## src/rtl/ray_gen_if.sv

```systemverilog
// Ray and pixel-result port bundle between the ray generator, the intersect
// unit (ray_* / hit) and the framebuffer writer (pix_*).
interface ray_gen_if #(
    parameter int WIDTH  = 64,
    parameter int HEIGHT = 48
) ();
    logic                      ray_valid;
    logic                      ray_ready;
    logic [191:0]              ray_dir;
    logic                      hit;
    logic                      pix_valid;
    logic [$clog2(WIDTH)-1:0]  pix_x;
    logic [$clog2(HEIGHT)-1:0] pix_y;
    logic                      pix_hit;

    modport master (
        output ray_valid, ray_dir, pix_valid, pix_x, pix_y, pix_hit,
        input  ray_ready, hit
    );

    modport slave (
        input  ray_valid, ray_dir, pix_valid, pix_x, pix_y, pix_hit,
        output ray_ready, hit
    );
endinterface

```

## src/rtl/ray_gen.sv

```systemverilog
// Raster-scan camera ray generator. Emits one exact IEEE-754 double direction
// vector per pixel on a valid/ready port, samples the intersect hit bit on each
// accepted ray and reports {x, y, hit} one cycle later.
module ray_gen #(
    parameter int WIDTH  = 64,
    parameter int HEIGHT = 48,
    parameter int SHIFT  = 5
) (
    input  logic       clk,
    input  logic       rst_n,
    input  logic       start,
    output logic       busy,
    output logic       done,
    ray_gen_if.master  rg
);
    localparam int CW = $clog2(WIDTH);
    localparam int RW = $clog2(HEIGHT);
    localparam logic [63:0] DZ_NEG_ONE = 64'hBFF0000000000000;

    typedef enum logic [1:0] {IDLE, ISSUE, DONE} state_t;

    state_t         state_q, state_d;
    logic [CW-1:0]  col_q, col_d;
    logic [RW-1:0]  row_q, row_d;
    logic           ray_valid_q, ray_valid_d;
    logic [191:0]   ray_dir_q, ray_dir_d;
    logic           busy_q, busy_d;
    logic           done_q, done_d;
    logic           pix_valid_q, pix_valid_d;
    logic [CW-1:0]  pix_x_q, pix_x_d;
    logic [RW-1:0]  pix_y_q, pix_y_d;
    logic           pix_hit_q, pix_hit_d;

    logic           hs;
    logic           last_pix;

    // Exact conversion of a small signed integer scaled by 2^-SHIFT to a double.
    // Magnitudes are far below 2^52, so the mantissa never needs rounding.
    function automatic logic [63:0] int_to_dbl(input logic signed [31:0] i);
        logic [31:0] m;
        int          p;
        logic [10:0] e;
        logic [51:0] frac;
        if (i == 32'sd0) begin
            return 64'h0;
        end
        m = i[31] ? 32'(-i) : 32'(i);
        p = 0;
        for (int k = 0; k < 32; k++) begin
            if (m[k]) p = k;
        end
        e    = 11'(1023 + p - SHIFT);
        frac = 52'(64'(m) << (52 - p));
        return {i[31], e, frac};
    endfunction

    // Direction for pixel (c, r): centred on the image, +y up, looking down -z.
    function automatic logic [191:0] dir_for(input logic [CW-1:0] c,
                                             input logic [RW-1:0] r);
        logic signed [31:0] ix;
        logic signed [31:0] iy;
        ix = signed'(32'(c)) - 32'(WIDTH / 2);
        iy = 32'(HEIGHT / 2) - signed'(32'(r));
        return {int_to_dbl(ix), int_to_dbl(iy), DZ_NEG_ONE};
    endfunction

    assign hs       = ray_valid_q & rg.ray_ready;
    assign last_pix = (col_q == CW'(WIDTH - 1)) && (row_q == RW'(HEIGHT - 1));

    // Next-state, scan advance and output register inputs.
    always_comb begin
        state_d     = state_q;
        col_d       = col_q;
        row_d       = row_q;
        ray_valid_d = ray_valid_q;
        ray_dir_d   = ray_dir_q;
        busy_d      = busy_q;
        done_d      = 1'b0;
        pix_valid_d = 1'b0;
        pix_x_d     = pix_x_q;
        pix_y_d     = pix_y_q;
        pix_hit_d   = pix_hit_q;

        case (state_q)
            IDLE: begin
                if (start) begin
                    col_d       = '0;
                    row_d       = '0;
                    ray_dir_d   = dir_for('0, '0);
                    ray_valid_d = 1'b1;
                    busy_d      = 1'b1;
                    state_d     = ISSUE;
                end
            end
            ISSUE: begin
                if (hs) begin
                    pix_valid_d = 1'b1;
                    pix_x_d     = col_q;
                    pix_y_d     = row_q;
                    pix_hit_d   = rg.hit;
                    if (last_pix) begin
                        // Last pixel: ray_dir/col/row simply hold, valid drops.
                        ray_valid_d = 1'b0;
                        busy_d      = 1'b0;
                        done_d      = 1'b1;
                        state_d     = DONE;
                    end else if (col_q == CW'(WIDTH - 1)) begin
                        col_d     = '0;
                        row_d     = row_q + 1'b1;
                        ray_dir_d = dir_for('0, row_q + 1'b1);
                    end else begin
                        col_d     = col_q + 1'b1;
                        ray_dir_d = dir_for(col_q + 1'b1, row_q);
                    end
                end
            end
            DONE: begin
                state_d = IDLE;
            end
            default: begin
                state_d = IDLE;
            end
        endcase
    end

    // State and output registers; reset abandons any frame in flight.
    always_ff @(posedge clk or negedge rst_n) begin
        if (!rst_n) begin
            state_q     <= IDLE;
            col_q       <= '0;
            row_q       <= '0;
            ray_valid_q <= 1'b0;
            ray_dir_q   <= '0;
            busy_q      <= 1'b0;
            done_q      <= 1'b0;
            pix_valid_q <= 1'b0;
            pix_x_q     <= '0;
            pix_y_q     <= '0;
            pix_hit_q   <= 1'b0;
        end else begin
            state_q     <= state_d;
            col_q       <= col_d;
            row_q       <= row_d;
            ray_valid_q <= ray_valid_d;
            ray_dir_q   <= ray_dir_d;
            busy_q      <= busy_d;
            done_q      <= done_d;
            pix_valid_q <= pix_valid_d;
            pix_x_q     <= pix_x_d;
            pix_y_q     <= pix_y_d;
            pix_hit_q   <= pix_hit_d;
        end
    end

    assign busy         = busy_q;
    assign done         = done_q;
    assign rg.ray_valid = ray_valid_q;
    assign rg.ray_dir   = ray_dir_q;
    assign rg.pix_valid = pix_valid_q;
    assign rg.pix_x     = pix_x_q;
    assign rg.pix_y     = pix_y_q;
    assign rg.pix_hit   = pix_hit_q;
endmodule

```

## src/flat_wrapper.sv

```systemverilog
// flat-port wrapper written by rule: the top's interface ports become plain ports
module ray_gen_flat 
#(
    parameter int WIDTH  = 64,
    parameter int HEIGHT = 48,
    parameter int SHIFT  = 5
)
  (clk, rst_n, start, busy, done, rg_ray_valid, rg_ray_dir, rg_pix_valid, rg_pix_x, rg_pix_y, rg_pix_hit, rg_ray_ready, rg_hit);
  ray_gen_if #(.WIDTH(WIDTH), .HEIGHT(HEIGHT)) rg_i ();
  input  logic clk;
  input  logic rst_n;
  input  logic start;
  output logic busy;
  output logic done;
  output wire logic [$bits(rg_i.ray_valid)-1:0] rg_ray_valid;
  output wire logic [$bits(rg_i.ray_dir)-1:0] rg_ray_dir;
  output wire logic [$bits(rg_i.pix_valid)-1:0] rg_pix_valid;
  output wire logic [$bits(rg_i.pix_x)-1:0] rg_pix_x;
  output wire logic [$bits(rg_i.pix_y)-1:0] rg_pix_y;
  output wire logic [$bits(rg_i.pix_hit)-1:0] rg_pix_hit;
  input wire logic [$bits(rg_i.ray_ready)-1:0] rg_ray_ready;
  input wire logic [$bits(rg_i.hit)-1:0] rg_hit;
  assign rg_ray_valid = rg_i.ray_valid;
  assign rg_ray_dir = rg_i.ray_dir;
  assign rg_pix_valid = rg_i.pix_valid;
  assign rg_pix_x = rg_i.pix_x;
  assign rg_pix_y = rg_i.pix_y;
  assign rg_pix_hit = rg_i.pix_hit;
  assign rg_i.ray_ready = rg_ray_ready;
  assign rg_i.hit = rg_hit;
  ray_gen #(.WIDTH(WIDTH), .HEIGHT(HEIGHT), .SHIFT(SHIFT)) u_core (.clk(clk), .rst_n(rst_n), .start(start), .busy(busy), .done(done), .rg(rg_i));
endmodule
```

## config.mk

```make
export PLATFORM = sky130hd
export DESIGN_NAME = ray_gen_flat
export DESIGN_NICKNAME = d
export VERILOG_FILES = /design/src/rtl/ray_gen_if.sv /design/src/rtl/ray_gen.sv /design/src/flat_wrapper.sv
export SDC_FILE = /design/constraint.sdc
export NUM_CORES = 1
export LEC_CHECK = 0
export BUFFER_PORTS_ARGS = -buffer_cell sky130_fd_sc_hd__buf_2
export CORE_UTILIZATION = 55
export DETAILED_ROUTE_END_ITERATION = 6
export PLACE_DENSITY = 0.8
export SYNTH_ARGS = -nofsm -noshare
export SYNTH_HDL_FRONTEND = slang
export SYNTH_SLANG_ARGS = --single-unit
```

## constraint.sdc

```tcl
create_clock -name clk -period 6.5 [get_ports clk]
set_input_delay 1.95 -clock clk [delete_from_list [all_inputs] [get_ports clk]]
set_output_delay 1.95 -clock clk [all_outputs]
set_load 0.02 [all_outputs]
```

==> impl_metrics.py <==
metrics = {
    "worst_setup_path": {
        "path_depth": 13,
        "critPathCapture": "u_core.rg.ray_dir[103]$_DFFE_PN0P_",
        "start_kind": "flop",
        "worstReg2RegEnd": "u_core.rg.ray_dir[103]$_DFFE_PN0P_",
        "timing.critical_path.buf_inv": 1,
        "worstSetupPathType": "flop to flop",
        "r2r_start": "u_core.row_q[0]$_DFFE_PN0P_",
        "path_delay_family": "adder cells",
        "reg2reg_depth": 13,
        "r2r_slack_ns": 1.62,
        "timing.critical_path.cells": "inv_1 -> ha_1 -> or3_1 -> o31ai_2 -> and3_2 -> nor3_4 -> xnor2_1 -> o211ai_1 -> ha_1 -> nor3_1 -> a31o_1 -> a221oi_1 -> a21oi_1",
        "worst_setup_path_end_kind": "flop",
        "crit_top_cell": "ha_1",
        "critPathMaxFanout": 25,
        "slowest_stage": "dfrtp_1",
        "critPathRequiredTime_ns": 6.81,
        "worstPathArrival_ns": 5.19,
        "startpoint": "u_core.row_q[0]$_DFFE_PN0P_",
        "cp_slowest_stage_delay_ns": 0.85,
    },
    "finish": {
        "n_antenna_cell": 0,
        "syn_to_final_growth_pct": 13.41,
        "drive_above_1_share": 0.2136,
        "fill_cells": 1209,
        "final_area_sq_mm": 0.009608,
        "final_cells": 1242,
        "num-nets-final": 1065,
    },
    "floorplan": {
        "num_io_pins": 214,
        "die_h_microns": 126.1,
        "rows": 44,
        "coreArea_sq_mm": 0.01475,
        "die-area_sq_mm": 0.01590,
        "start_util": 0.5742,
        "die_w_microns": 126.1,
    },
    "cts": {
        "ctsHoldBuffers": 0,
        "cts_buffers": 17,
        "clock_sinks": 155,
        "cts-resized-gates": 0,
        "clkTransAtPathRegs_ns": 0.07,
        "clkLatencyLatePin_ns": 0.42,
        "clockBufferDepth": 2,
        "cts_tree": "done",
        "post-cts-setup-buffer-count": 0,
        "ctsHtreeMaxLevel": 4,
        "root_buffer": "clkbuf_16",
    },
    "detailed_routing": {
        "first_pass_iters": 6,
        "avgRoutedWirePerCell_microns": 16.98,
        "routed_wl_microns": 21090,
        "drt_iter0_drc": 720,
        "drc": 0,
        "via_per_inst": 5.779,
        "ant_nets": 0,
        "vias": 7178,
    },
    "synth": {
        "synthArstFlopShare": 1.000,
        "synthesis.area_sq_mm": 0.008472,
        "ys_types": 85,
        "yosys_most_used_dff": "dfrtp_1",
        "yosysWarnings": 0,
        "syn_avg_cell_area_sq_um": 9.129,
        "postSynthCellCount": 928,
        "synth_edf_count": 0,
        "synth-seq-cells": 155,
        "seq_area_frac_synth": 0.4578,
    },
    "global_routing": {
        "grt_pass1_wl_microns": 34040,
        "grt_max_degree": 113,
        "grt_pass1_vias": 6686,
        "antenna_found_initial": 0,
        "grtUsageTotal": 0.2701,
        "grt_remaining_overflow": 0,
    },
    "timing": {
        "rsz0062_at_grt": "no",
        "slew_headroom": 0.1331,
        "setup_tns_ns": 0,
        "max_freq_ghz": 0.2047,
        "setup_viol": 0,
        "finalHoldViolations": 0,
        "drv_slew": 0,
        "holdWs_ns": 0.4754,
        "post-route-period-util": 0.7515,
        "finClkSkew_ns": 0.006168,
        "min_period_ns": 4.885,
        "tightest_slew_ns": 1.292,
    },
    "worst_hold_path": {
        "hold_path.class": "flop to flop",
    },
    "placement": {
        "dpl.hpwl_microns": 14270,
        "dpl_cell_area_sq_mm": 0.009001,
        "place_congestion": 0.9440,
        "port_buffers": 160,
        "dp.cells": 1210,
    },
    "power": {
        "power_frac_clock": 0.321,
        "power.internal_w": 0.001961,
        "p_leak_nw": 4.877,
        "pwr-share-seq": 0.350,
        "pwr-share-comb": 0.329,
        "finalPower_w": 0.003198,
        "pwr_density_cell_mw_per_mm2": 332.8,
        "peakVddDrop_mv": 0.2492,
        "switching_share": 0.3867,
        "p_switching_w": 0.001237,
    },
    "status": {
        "status": "complete, no violations",
    },
    "run": {
        "cap_viol_max_count": 0,
    },
}
[worst min-delay path by stage]
stage                                              end                               start  cells after the start
CTS                 u_core.rg.ray_dir[108]$_DFFE_PN0P_  u_core.rg.ray_dir[108]$_DFFE_PN0P_                      2
floorplan                u_core.state_q[0]$_DFFE_PN0P_       u_core.state_q[1]$_DFFE_PN0P_                      1
global placement    u_core.rg.ray_dir[108]$_DFFE_PN0P_  u_core.rg.ray_dir[108]$_DFFE_PN0P_                      2
finish              u_core.rg.ray_dir[108]$_DFFE_PN0P_  u_core.rg.ray_dir[108]$_DFFE_PN0P_                      2
global route        u_core.rg.ray_dir[174]$_DFFE_PN0P_  u_core.rg.ray_dir[174]$_DFFE_PN0P_                      2
detailed placement      u_core.rg.pix_x[4]$_DFFE_PN0P_      u_core.rg.pix_x[4]$_DFFE_PN0P_                      2
[power by group through the flow]
| stage | Clock (W) | Sequential, W | Combinational, W |
|---|---|---|---|
| after floorplan | 0 | 0.00117 | 0.000747 |
| after global placement | 0 | 0.00113 | 0.00100 |
| after detailed placement | 0 | 0.00114 | 0.00102 |
| after CTS | 0.00104 | 0.00112 | 0.00104 |
| after global routing | 0.00108 | 0.00113 | 0.00117 |
| final | 0.00103 | 0.00112 | 0.00105 |
[area by class of cell]
type / instances / area (sq um) / share of cell area
Multi-Input combinational cell: 687 / 3980 / 0.4142
Sequential cell: 155 / 3879 / 0.4037
Timing Repair Buffer: 164 / 837.1 / 0.08712
Clock buffer: 18 / 429.2 / 0.04467
Tap cell: 184 / 230.2 / 0.02396
Clock inverter: 14 / 177.7 / 0.01849
Inverter: 20 / 75.07 / 0.007814
[cell families (layout without fill, tap and decap cells)]
| kind of cell | after synthesis | after routing | share of synthesized area |
|---|---|---|---|
| and+or+nand+nor | 360 | 360 | 0.2158 |
| buffers and inverters | 143 | 216 | 0.09895 |
| other | 2 | 59 | 0.0008865 |
| DFF | 155 | 155 | 0.4578 |
| muxes | 4 | 4 | 0.004874 |
| xor gates and xnor gates | 25 | 25 | 0.02762 |
| adders and majority gates | 15 | 15 | 0.02215 |
| AOI/OAI and AO/OA | 224 | 224 | 0.1719 |
[worst register-to-register path, delay by kind of cell, from the launching register on]
| family | cells | cell delay (ns) |
|---|---|---|
| AOI/OAI and AO/OA | 5 | 0.93 |
| DFF | 1 | 0.85 |
| and+or+nand+nor | 4 | 0.94 |
| adders and majority gates | 2 | 1.27 |
| buffers and inverters | 1 | 0.33 |
| xor gates and xnor gates | 1 | 0.44 |
[flip-flops by register name (all words and copies together) (netlist names)]
signal / count
u_core.rg.pix_valid: 1
u_core.rg.pix_hit: 1
u_core.row_q: 6
u_core.rg.pix_x: 6
u_core.done: 1
u_core.rg.ray_dir: 125
u_core.col_q: 6
u_core.rg.ray_valid: 1
u_core.state_q: 2
u_core.rg.pix_y: 6
[cell usage in the layout (no fill, tap or decap), types with 6 or more instances in the layout]
master / instances
buf_2: 159
dfrtp_1: 155
nand2_1: 109
and2_1: 79
nor2_1: 65
o21ai_0: 60
conb_1: 59
a21oi_1: 49
nand3_1: 29
inv_1: 17
nor3_1: 17
clkbuf_16: 17
xnor2_1: 16
ha_1: 15
nand2b_1: 14
o21ai_1: 12
a31oi_1: 10
a221oi_1: 10
o211ai_1: 8
xor2_1: 7
a22o_1: 6
[cell usage after synthesis, types with 15 or more instances]
cell	count	area, sq um
nor3_1	17	85.08
clkbuf_1	31	116.4
a21oi_1	50	250.2
buf_4	70	525.5
nand3_1	29	145.1
inv_1	17	63.81
and2_1	79	494.2
xnor2_1	16	140.1
ha_1	15	187.7
dfrtp_1	155	3879
o21ai_0	60	300.3
nand2_1	109	409.1
nor2_1	65	244.0
[metal layers]
| layer | up-vias | part of all wire | track usage |
|---|---|---|---|
| met1 | 3438 | 0.41 | 0.3538 |
| met2 | 361 | 0.49 | 0.4459 |
| met5 | - | 0 | 0 |
| li1 | 3311 | - | - |
| met3 | 68 | 0.068 | 0.04163 |
| met4 | 0 | 0.028 | 0.1176 |
[through the flow]
step	utilization	setup WS (ns)
after floorplan	-	2.939
after global placement	0.6101	1.568
after detailed placement	0.6101	1.520
after CTS	0.6512	1.722
after global routing	0.6512	1.277
final	0.6512	1.615
(Power assumes the default switching activity.)
